<file path="src/rtl/cpu_pkg.sv">
// cpu_pkg: opcodes, instruction field positions and fetch-state encoding shared across the CPU
package cpu_pkg;

    localparam logic [3:0] OP_NOOP = 4'd0;
    localparam logic [3:0] OP_LOD  = 4'd1;
    localparam logic [3:0] OP_STR  = 4'd2;
    localparam logic [3:0] OP_BRA  = 4'd4;
    localparam logic [3:0] OP_BRR  = 4'd5;
    localparam logic [3:0] OP_BNE  = 4'd6;
    localparam logic [3:0] OP_ALU  = 4'd8;
    localparam logic [3:0] OP_HLT  = 4'd15;
    localparam logic [3:0] AM_IMM  = 4'd8;

    localparam int OPC_LSB = 28;
    localparam int MM_LSB  = 24;

    typedef enum logic [1:0] {F_IDLE, F_REQ, F_WAIT, F_DRAIN} fetch_state_e;

endpackage

</file>
<file path="src/rtl/pc_next_calc.sv">
// pc_next_calc: sequential PC increment and the PC value to load in IDLE (branch target or hold)
module pc_next_calc #(
    parameter int ADDR_W = 16,
    parameter int OFF_W  = 16
) (
    input  logic [ADDR_W-1:0] pc,
    input  logic [ADDR_W-1:0] ir_pc,
    input  logic [OFF_W-1:0]  off,
    input  logic              pc_sel,
    input  logic              br_sel,
    output logic [ADDR_W-1:0] pc_inc,
    output logic [ADDR_W-1:0] pc_br
);

    logic [OFF_W-1:0] rel;

    // OFF_W >= ADDR_W, so a modular add at OFF_W bits equals the sign-extended add truncated
    assign rel    = OFF_W'(ir_pc) + off;
    assign pc_inc = pc + ADDR_W'(1);
    assign pc_br  = !pc_sel ? pc : br_sel ? off[ADDR_W-1:0] : rel[ADDR_W-1:0];

endmodule

</file>
<file path="src/rtl/fetch_unit.sv">
// fetch_unit: PC/IR holder running the request/valid handshake to instruction memory
module fetch_unit
    import cpu_pkg::*;
#(
    parameter int              ADDR_W    = 16,
    parameter logic [ADDR_W-1:0] RESET_VEC = '0,
    parameter int              OFF_W     = 16
) (
    input  logic              CLK,
    input  logic              RST_F,
    input  logic              PC_RST,
    input  logic              PC_WRITE,
    input  logic              PC_SEL,
    input  logic              BR_SEL,
    output logic              IM_REQ,
    output logic [ADDR_W-1:0] IM_ADDR,
    input  logic [31:0]       IM_RDATA,
    input  logic              IM_VALID,
    output logic [31:0]       INSTR,
    output logic [3:0]        OPCODE,
    output logic [3:0]        MM,
    output logic [ADDR_W-1:0] PC,
    output logic [ADDR_W-1:0] IR_PC,
    output logic              FETCH_BUSY
);

    fetch_state_e      state;
    logic [31:0]       ir;
    logic [ADDR_W-1:0] pc, ir_pc, pc_inc, pc_br;
    logic              pw_q, pend, pw_edge, mem_out, go;

    assign pw_edge    = PC_WRITE & ~pw_q;
    // a read is still in flight and will not complete this cycle
    assign mem_out    = (state == F_WAIT || state == F_DRAIN) && !IM_VALID;
    assign go         = pend | pw_edge;
    assign INSTR      = ir;
    assign OPCODE     = ir[OPC_LSB +: 4];
    assign MM         = ir[MM_LSB +: 4];
    assign PC         = pc;
    assign IR_PC      = ir_pc;
    assign FETCH_BUSY = state != F_IDLE;

    pc_next_calc #(.ADDR_W(ADDR_W), .OFF_W(OFF_W)) u_pc_next (
        .pc     (pc),
        .ir_pc  (ir_pc),
        .off    (ir[OFF_W-1:0]),
        .pc_sel (PC_SEL),
        .br_sel (BR_SEL),
        .pc_inc (pc_inc),
        .pc_br  (pc_br)
    );

    always_ff @(posedge CLK or negedge RST_F) begin
        if (!RST_F) begin
            state   <= F_IDLE;
            pc      <= RESET_VEC;
            ir      <= '0;
            ir_pc   <= RESET_VEC;
            IM_REQ  <= 1'b0;
            IM_ADDR <= RESET_VEC;
            pw_q    <= 1'b0;
            pend    <= 1'b0;
        end else begin
            pw_q   <= PC_WRITE;
            IM_REQ <= 1'b0;
            if (PC_RST) begin
                pc    <= RESET_VEC;
                ir    <= '0;
                pend  <= 1'b0;
                state <= mem_out ? F_DRAIN : F_IDLE;
            end else begin
                case (state)
                    F_IDLE: begin
                        pc <= pc_br;
                        if (pw_edge) begin
                            state   <= F_REQ;
                            IM_REQ  <= 1'b1;
                            IM_ADDR <= pc_br;
                        end
                    end
                    F_REQ: state <= F_WAIT;
                    F_WAIT: if (IM_VALID) begin
                        ir    <= IM_RDATA;
                        ir_pc <= pc;
                        pc    <= pc_inc;
                        state <= F_IDLE;
                    end
                    F_DRAIN: begin
                        pend <= go;
                        if (IM_VALID) begin
                            pend    <= 1'b0;
                            state   <= go ? F_REQ : F_IDLE;
                            IM_REQ  <= go;
                            IM_ADDR <= pc;
                        end
                    end
                    default: state <= F_IDLE;
                endcase
            end
        end
    end

    a_no_sel_busy: assert property (@(posedge CLK) disable iff (!RST_F) FETCH_BUSY |-> !PC_SEL);

endmodule

</file>
<file path="config.mk">
export PLATFORM = sky130hd
export DESIGN_NAME = fetch_unit
export DESIGN_NICKNAME = d
export VERILOG_FILES = /design/src/rtl/cpu_pkg.sv /design/src/rtl/pc_next_calc.sv /design/src/rtl/fetch_unit.sv
export SDC_FILE = /design/constraint.sdc
export NUM_CORES = 1
export LEC_CHECK = 0
export CAP_MARGIN = 15
export CORE_ASPECT_RATIO = 1.4
export CORE_MARGIN = 5
export CORE_UTILIZATION = 54
export CTS_BUF_LIST = sky130_fd_sc_hd__clkbuf_16
export CTS_CLUSTER_DIAMETER = 200
export DETAILED_ROUTE_END_ITERATION = 16
export PLACE_DENSITY_LB_ADDON = 0.1
export RECOVER_POWER = 50
export REMOVE_ABC_BUFFERS = 1
export SYNTH_ARGS = -nofsm -noshare
export SYNTH_HDL_FRONTEND = slang
export SYNTH_SLANG_ARGS = --single-unit
</file>
<file path="constraint.sdc">
create_clock -name CLK -period 5.1 [get_ports CLK]
set_input_delay 1.53 -clock CLK [delete_from_list [all_inputs] [get_ports CLK]]
set_output_delay 1.53 -clock CLK [all_outputs]
set_load 0.03 [all_outputs]
</file>
After elaboration in Yosys (flattened, before gate mapping) --
Cells that the tools add are included. Widths: inputs -> output; s select.
Word-level totals: output and inout port bits 90, word-level logic and storage cells 62, flip-flop bits (word level) 85
Cells by class: mux-type cells 25, eq/ne operators 8, reductions and logical operators 15, bitwise operators 4, add/sub/neg operators 2
Operators with widths (count):
- $mux 16 | 6
- $mux 32 | 3
- $pmux 16 s2 | 2
- $add 16x1->16 const B | 1
- $add 16x16->16 | 1
- $mux 2 | 5
- $reduce_bool 2->1 | 5
- $ne 3x3->1 const B | 3
- $pmux 2 s4 | 1
- $mux 1 | 7
- $reduce_and 3->1 | 2
- $eq 2x2->1 const B | 2
- $ne 2x2->1 const B | 2
- $reduce_and 2->1 | 2
- $reduce_and 4->1 | 1
- $reduce_bool 3->1 | 1
- $eq 2x1->1 const B | 1
- $logic_not 2->1 | 1
- $not 1->1 | 2
- $pmux 1 s2 | 1
- $and 1x1->1 | 1
- $logic_and 1x1->1 | 1
- $logic_not 1->1 | 1
- $logic_or 1x1->1 | 1
- $or 1x1->1 | 1

Logic depth before layout (Yosys ltp) --
Gate-level depths: netlist of the first run.
word-level depth 7, depth in mapped cells 11, depth with buffers taken out 9

Modules after synthesis --
From an unflattened synthesis of the first run, not the netlist that was laid out.
Second synthesis, totals: cell total of the unflattened synthesis 457, area total of the unflattened synthesis 5041.1 um^2
By module, submodules not included:
- fetch_unit | instances 1, sequential area each 2127.0 um^2, area an instance 3752.3 um^2, cells each 268
- pc_next_calc | instances 1, sequential area each 0.0 um^2, area an instance 1288.7 um^2, cells each 189

Least setup slack after synthesis of the first run --
OpenSTA, ideal clock, no wires.
kind input to register, start point input port PC_WRITE, end point register IM_ADDR[14], data required time 4.969 ns, setup time 0.131 ns, cell stages on the path 7, buffers on the path 1, data arrival time 2.873 ns, path slack 2.096 ns, cell sequence nor2b_1 nor2_1 or4_1 clkbuf_1 or3_1 o21ai_0 a21oi_1
Between the ends: longest elaborated chain between the ends 3
Ends and longest elaborated chain:
- from (decl) | line fetch_unit.sv:12 | input logic PC_WRITE,
- $and 1x1->1 | line fetch_unit.sv:32 | assign pw_edge = PC_WRITE & ~pw_q;
- $ne 2x2->1 (no line)
- $reduce_and 4->1 (no line)
- to (signal assigned) | line fetch_unit.sv:78 | IM_ADDR <= pc_br;
- to (signal assigned) | line fetch_unit.sv:94 | IM_ADDR <= pc;
- to (decl) | line fetch_unit.sv:16 | output logic [ADDR_W-1:0] IM_ADDR,
No other way between the ends. A chain may end at the register's enable or synchronous reset.

Worst setup path in the final report of the first run --
start point input port PC_SEL, end point register IM_ADDR[13]
Between the ends: longest elaborated chain between the ends 3
Ends and longest elaborated chain:
- from (decl) | line fetch_unit.sv:13 | input logic PC_SEL,
- $mux 16 | line pc_next_calc.sv:20 | assign pc_br = !pc_sel ? pc : br_sel ? off[ADDR_W-1:0] : rel[ADDR_W-1:0];
- $mux 16 | line fetch_unit.sv:75 | if (pw_edge) begin
- $pmux 16 s2 | line fetch_unit.sv:72 | case (state)
No other way between the ends. The select of a mux whose other input is x is not followed.

==> results of run 1 <==
-- placed cells by master (no fill, tap or decap), types with 13 or more instances in the layout --
cell                              instances
sky130_fd_sc_hd__a22o_1                  32
sky130_fd_sc_hd__inv_1                   16
sky130_fd_sc_hd__o21ai_0                 47
sky130_fd_sc_hd__nand2_1                 57
sky130_fd_sc_hd__dfrtp_1                 85
sky130_fd_sc_hd__nor2_1                  44
sky130_fd_sc_hd__mux2_2                  19
sky130_fd_sc_hd__nand3_1                 14
sky130_fd_sc_hd__clkdlybuf4s50_1         87
sky130_fd_sc_hd__a21o_1                  13
sky130_fd_sc_hd__dlygate4sd3_1           40
sky130_fd_sc_hd__a21oi_1                 30
sky130_fd_sc_hd__ha_1                    21
sky130_fd_sc_hd__nor3_1                  16
-- through the flow --
step	instance area (sq um)	instances	hold slack [ns]
2_1_floorplan	4893	508	0.5150
3_3_place_gp	6381	753	0.4637
3_5_place_dp	6381	753	0.4697
4_1_cts	6653	767	0.4820
5_1_grt	6645	767	0.5116
6_report	6645	767	0.4728
-- cell type report --
class | count | area [sq um] | area share
Clock buffer | 9 | 225.2 | 0.03389
Clock inverter | 5 | 46.29 | 0.006967
Inverter | 14 | 52.55 | 0.007908
Multi-Input combinational cell | 409 | 2733 | 0.4112
Sequential cell | 85 | 2127 | 0.3201
Tap cell | 110 | 137.6 | 0.02071
Timing Repair Buffer | 135 | 1324 | 0.1992
-- worst paths after layout --
| path | cells after the start | slack [ns] | endpoint |
|---|---|---|---|
| setup / recovery | 6 | 1.07 | IM_ADDR[13]$_DFFE_PN0P_ |
| hold / removal | 2 | 0.47 | IM_ADDR[1]$_DFFE_PN0P_ |
| max in group asynchronous | 2 | 1.44 | INSTR[21]$_DFFE_PN0P_ |
| min in group asynchronous | 1 | 2.03 | INSTR[0]$_DFFE_PN0P_ |
| hold reg to reg | 2 | 0.47 | IM_ADDR[1]$_DFFE_PN0P_ |
| setup reg to reg | 8 | 1.86 | PC[15]$_DFFE_PN0P_ |
-- power breakdown --
part / internal, mW / switching [mW] / total [mW]
logic: 0.561 / 0.863 / 1.42
registers: 0.835 / 0.185 / 1.02
clock network: 0.368 / 0.251 / 0.619
-- layer usage --
metal,up-vias,global-route usage,part of all wire
met5,-,0,0
met4,0,0.1035,0.026
met3,27,0.04893,0.057
met2,186,0.4171,0.50
met1,2240,0.3234,0.42
li1,2209,-,-
-- registers in the layout, indices dropped and copies added (netlist names) --
register and cells:
pw_q 1, IM_ADDR 16, state 2, IR_PC 16, PC 16, IM_REQ 1, INSTR 32, pend 1
-- worst max-delay path: cells and delay by family --
family / cells / cell delay (ns)
and+or+nand+nor: 2 / 0.92
AOI/OAI and AO/OA: 2 / 0.39
buffers and inverters: 2 / 1.45
-- cell families after synthesis --
family / after synthesis
flip-flops: 85
AO/OA/AOI/OAI: 182
multiplexers: 31
buffers and inverters: 63
adder cells (fa/ha/maj): 22
XOR/XNOR: 12
AND/OR/NAND/NOR: 162
==> run metrics, run 1 <==
run status finished with violations; violations in the final reports capacitance limit, slew limit; aggregate global routing overflow 0; post-layout utilization of the core 0.7064; number of I/O port buffers around 130; HP Class flip-flop to flip-flop; Design Power 3.061 mW; start point of the worst min-delay path IM_ADDR[1]$_DFFE_PN0P_; Tmin final 4.027 ns; number of sinks on the clock net 85; wirelength, routed 14,140 microns; routability congestion estimate 0.9329; full die area 11,680 sq um; data arrival time of the worst path 4.29 ns; post-place setup slack 1.105 ns; IR drop worst, VDD about 0.21 mV; compound-gate portion of the synthesized area 0.2409; post-detailed-route wirelength per cell 18.44 microns; worst-case headroom to the max-slew limit -0.7858; slowest library cell on the worst path sky130_fd_sc_hd__clkbuf_1; adder and majority gate portion of the synthesized area 0.05460; Layout area overhead 28.32%; Post-DRT Antenna Nets 0; worst path setup slack after routing 1.073 ns; global-route total usage across every layer 0.2524; iteration count of the initial detailed-routing pass 5; async set-or-reset flop fraction in the synthesized netlist 1.000; TritonCTS clock tree yes; latest clock arrival within the worst-skew pair around 0.34 ns; data required time of the worst path 5.36 ns; maximum number of pins on one net before global-route repair 49; Post-Synth XOR/XNOR Area 0.02029; CP Capture Type flip-flop; die width approximately 93 microns; area share of the leading cell type in the synthesized netlist 0.4107; number of vias in the routed layout between 4k and 5k; # nets final roughly 720; unrepaired setup endpoints after global routing no; cell type contributing the most total cell area after synthesis sky130_fd_sc_hd__dfrtp_1; simple-gate share of the synthesized area 0.1435; clock-pin transition on the worst setup and hold timing paths 0.06 ns; sequential share of the synthesized area 0.4107; Unique masters post-synth 67; htree depth 3; post-DP HPWL approximately 10,000 microns; hold buffers post-CTS 0; Setup-failing EPs final 0; synth top area cells sky130_fd_sc_hd__dfrtp_1, sky130_fd_sc_hd__a22o_1, sky130_fd_sc_hd__ha_1; yosys synthesis warning count 0; num ports 129; final-layout setup total negative slack 0 ns; initial detailed-routing violation count 357; Initial Utilization 0.5505; cell area after synthesis 5179 sq um; LEAKAGE 3.052 nW; Clock Skew 0.005085 ns; power per cell area 460.7 nW/um^2; number of enable-type register cells in the synthesized netlist 0; drt drc 0; buffers inserted during post-CTS setup optimization 0; max-cap violation count 1; count leader, synth sky130_fd_sc_hd__dfrtp_1; Inserted Clock Buffers 9; antenna violations before repair 0; Core ar. 9407 sq um; vertical extent of the die 125.9 microns; largest driver fanout on the critical path 28; Critical Setup Path Class input port to flip-flop; Critical path origin PC_SEL; number of instances in the synthesized netlist between 500 and 600; root buffer cell sky130_fd_sc_hd__clkbuf_16; first-pass GRT wire length 23,850 microns; post-synthesis average cell area slightly above 9 sq um; maximum single-stage delay on the critical path 0.90 ns; worst-margin pin slew 2.679 ns; worst flop-to-flop path startpoint state[0]$_DFFE_PN0P_; fin crit share 0.7896; combinational family with the most area after synthesis compound AO/OA/AOI/OAI gates; ordered cell list for the critical path clkdlybuf4s50_1 -> clkbuf_1 -> nand2_1 -> nor2_1 -> o21ai_0 -> a31oi_1; number of fillers in the final layout 748; pins over their slew limit 49; maximum clock insertion buffer count 2; number of global-route vias before repair roughly 4.8k; endpoints failing hold 0; portion of netlist area occupied by mux cells 0.06475; number of diodes 0; Post-synth top flop sky130_fd_sc_hd__dfrtp_1; Max Fclk about 250 MHz; vias per std cell 6.078; FP Rows 42; #FFs+latches synth 85; commonest cells in the netlist sky130_fd_sc_hd__dfrtp_1, sky130_fd_sc_hd__nand2_1, sky130_fd_sc_hd__o21ai_0; critical path startpoint category input port; post-cts sizing count 0; proportion of layout cells with a drive suffix above 1 0.07763
No activity file was read; power rests on OpenSTA's default activity.
==> run 2: changes to the inputs <==
CORE_UTILIZATION = 45   (was 54)
clock period = 3.5 ns   (was 5.1 ns; I/O delays follow)
==> run 2 against run 1 <==
  * The run still ends with capacitance limit, slew limit left
  * Non-clock buffer count rose by 8
  * Count of clock-buffer cells in the layout unchanged
  * Register-to-register slack worse by 1.4 ns
  * Critical path type unchanged
==> run metrics, run 2 (synthesis gave the netlist of run 1 again) <==
run status finished with violations; violations in the final reports capacitance limit, slew limit; wirelength, routed 15,240 microns (+7.8%); antenna violations before repair 0 (unchanged); commonest cells after routing, fill and taps aside sky130_fd_sc_hd__clkdlybuf4s50_1, sky130_fd_sc_hd__dfrtp_1, sky130_fd_sc_hd__nand2_1; data required time of the worst path 3.74 ns (-1.62 ns); # nets final 723 (+1.1%); latest clock arrival within the worst-skew pair 0.35 ns (about the same); worst-case headroom to the max-slew limit -0.4858 (+0.3000); critical path startpoint category input port; number of I/O port buffers 128 (unchanged); vias per std cell 5.761 (-5.2%); routability congestion estimate 0.8649 (-7.3%); Multi-input gate area 2733 sq um (unchanged); drt drc 0 (unchanged); clock-pin transition on the worst setup and hold timing paths 0.06 ns (about the same); fin crit share 0.9204; num ports 129 (unchanged); die width 100.7 microns (+8.5%); initial detailed-routing violation count 284 (-20%); TritonCTS clock tree yes; pins over their slew limit 39 (-20%); Layout area overhead 31.48%; endpoints failing hold 0 (unchanged); FP Rows 46 (+9.5%); worst-margin pin slew 2.229 ns (-0.4499 ns); most common library cell in the layout ignoring fill and taps sky130_fd_sc_hd__clkdlybuf4s50_1; final-layout setup total negative slack 0 ns (unchanged); unrepaired setup endpoints after global routing no; Initial Utilization 0.4591 (-0.09147); max-cap violation count 1 (unchanged); post-DP HPWL 11,130 microns (+9.0%); Post-DRT Antenna Nets 0 (unchanged); HP Class flip-flop to flip-flop; number of sinks on the clock net 85 (unchanged); aggregate global routing overflow 0 (unchanged); Clock Skew 0.009432 ns (+0.004347 ns); Tmin final 3.221 ns; htree depth 3 (unchanged); Critical Setup Path Class input port to flip-flop; sequential cell area 2127 sq um (unchanged); number of global-route vias before repair 4,783 (+0.67%); global-route total usage across every layer 0.2280 (-0.02441); number of vias in the routed layout 4,672 (+0.21%); data arrival time of the worst path 3.46 ns (-0.83 ns); Max Fclk 310.4 MHz; hold buffers post-CTS 0 (unchanged); Setup-failing EPs final 0 (unchanged); number of diodes 0 (unchanged); max FFs per register 32 (unchanged); maximum clock insertion buffer count 2 (unchanged); post-detailed-route wirelength per cell 18.80 microns (+2.0%); first-pass GRT wire length 24,690 microns (+3.5%); power per cell area 691.2 nW/um^2 (+50%); largest driver fanout on the critical path 26 (-7.1%); vertical extent of the die 136.9 microns (+8.8%); maximum number of pins on one net before global-route repair 49 (unchanged); number of fillers in the final layout 998 (+33%); Inserted Clock Buffers 9 (unchanged); Core ar. 11,280 sq um (+20%); CP Capture Type flip-flop; root buffer cell sky130_fd_sc_hd__clkbuf_16; iteration count of the initial detailed-routing pass 6 (+1); buffers inserted during post-CTS setup optimization 0 (unchanged); LEAKAGE 3.051 nW (about the same); full die area 13,780 sq um (+18%); proportion of layout cells with a drive suffix above 1 0.09445 (+0.01683); post-cts sizing count 0 (unchanged); Hold Slack 0.4731 ns (+0.0003560 ns); IR drop worst, VDD 0.3566 mV (+66%)
run 2: worst paths after layout:
kind	startpoint	slack, ns	cells past startpoint	end
worst max-delay path	PC_SEL	0.28	6	PC[8]$_DFFE_PN0P_
worst min-delay path	IM_ADDR[11]$_DFFE_PN0P_	0.47	2	IM_ADDR[11]$_DFFE_PN0P_
worst max register to register	INSTR[0]$_DFFE_PN0P_	0.51	9	PC[12]$_DFFE_PN0P_
worst min register to register	IM_ADDR[11]$_DFFE_PN0P_	0.47	2	IM_ADDR[11]$_DFFE_PN0P_
max in group asynchronous	RST_F	0.86	1	IM_ADDR[10]$_DFFE_PN0P_
min in group asynchronous	RST_F	1.34	1	IM_ADDR[0]$_DFFE_PN0P_
run 2: per-stage QoR:
step	instances	utilization	setup WS, ns	cell area, sq um	total power [mW]
finish	811	0.6036	0.2787	6809	4.707
global route	811	0.6036	0.1828	6809	4.978
CTS	811	0.6056	0.3888	6832	4.766
detailed placement	795	0.5770	0.3881	6509	3.711
global placement	795	0.5770	0.4707	6509	3.668
floorplan	508	-	-0.04558	4893	2.747
run 2: power breakdown:
| group | switching, mW | internal, mW |
|---|---|---|
| Clock | 0.417 | 0.628 |
| Sequential | 0.290 | 1.22 |
| Combinational | 1.28 | 0.873 |
| Total | 1.99 | 2.72 |
run 2: layout make-up:
type,count,share of cell area
Tap cell,144,0.02646
Sequential cell,85,0.3124
Clock buffer,9,0.03308
Inverter,14,0.007718
Timing Repair Buffer,143,0.2047
Multi-Input combinational cell,409,0.4013
Clock inverter,7,0.01433
run 2: routing by layer:
layer / wire, microns / GRT usage / share of wire
met1: 6508 / 0.2915 / 0.43
met2: 7566 / 0.3784 / 0.50
met3: 745 / 0.03978 / 0.049
met4: 424 / 0.09438 / 0.028
met5: 0 / 0 / 0
run 2: worst max-delay path: stages:
cell                              delay [ns]
sky130_fd_sc_hd__clkdlybuf4s50_1        0.64
sky130_fd_sc_hd__clkbuf_1               0.90
sky130_fd_sc_hd__o21ai_0                0.35
sky130_fd_sc_hd__a22oi_1                0.26
sky130_fd_sc_hd__nor2_1                 0.06
sky130_fd_sc_hd__a31o_1                 0.19
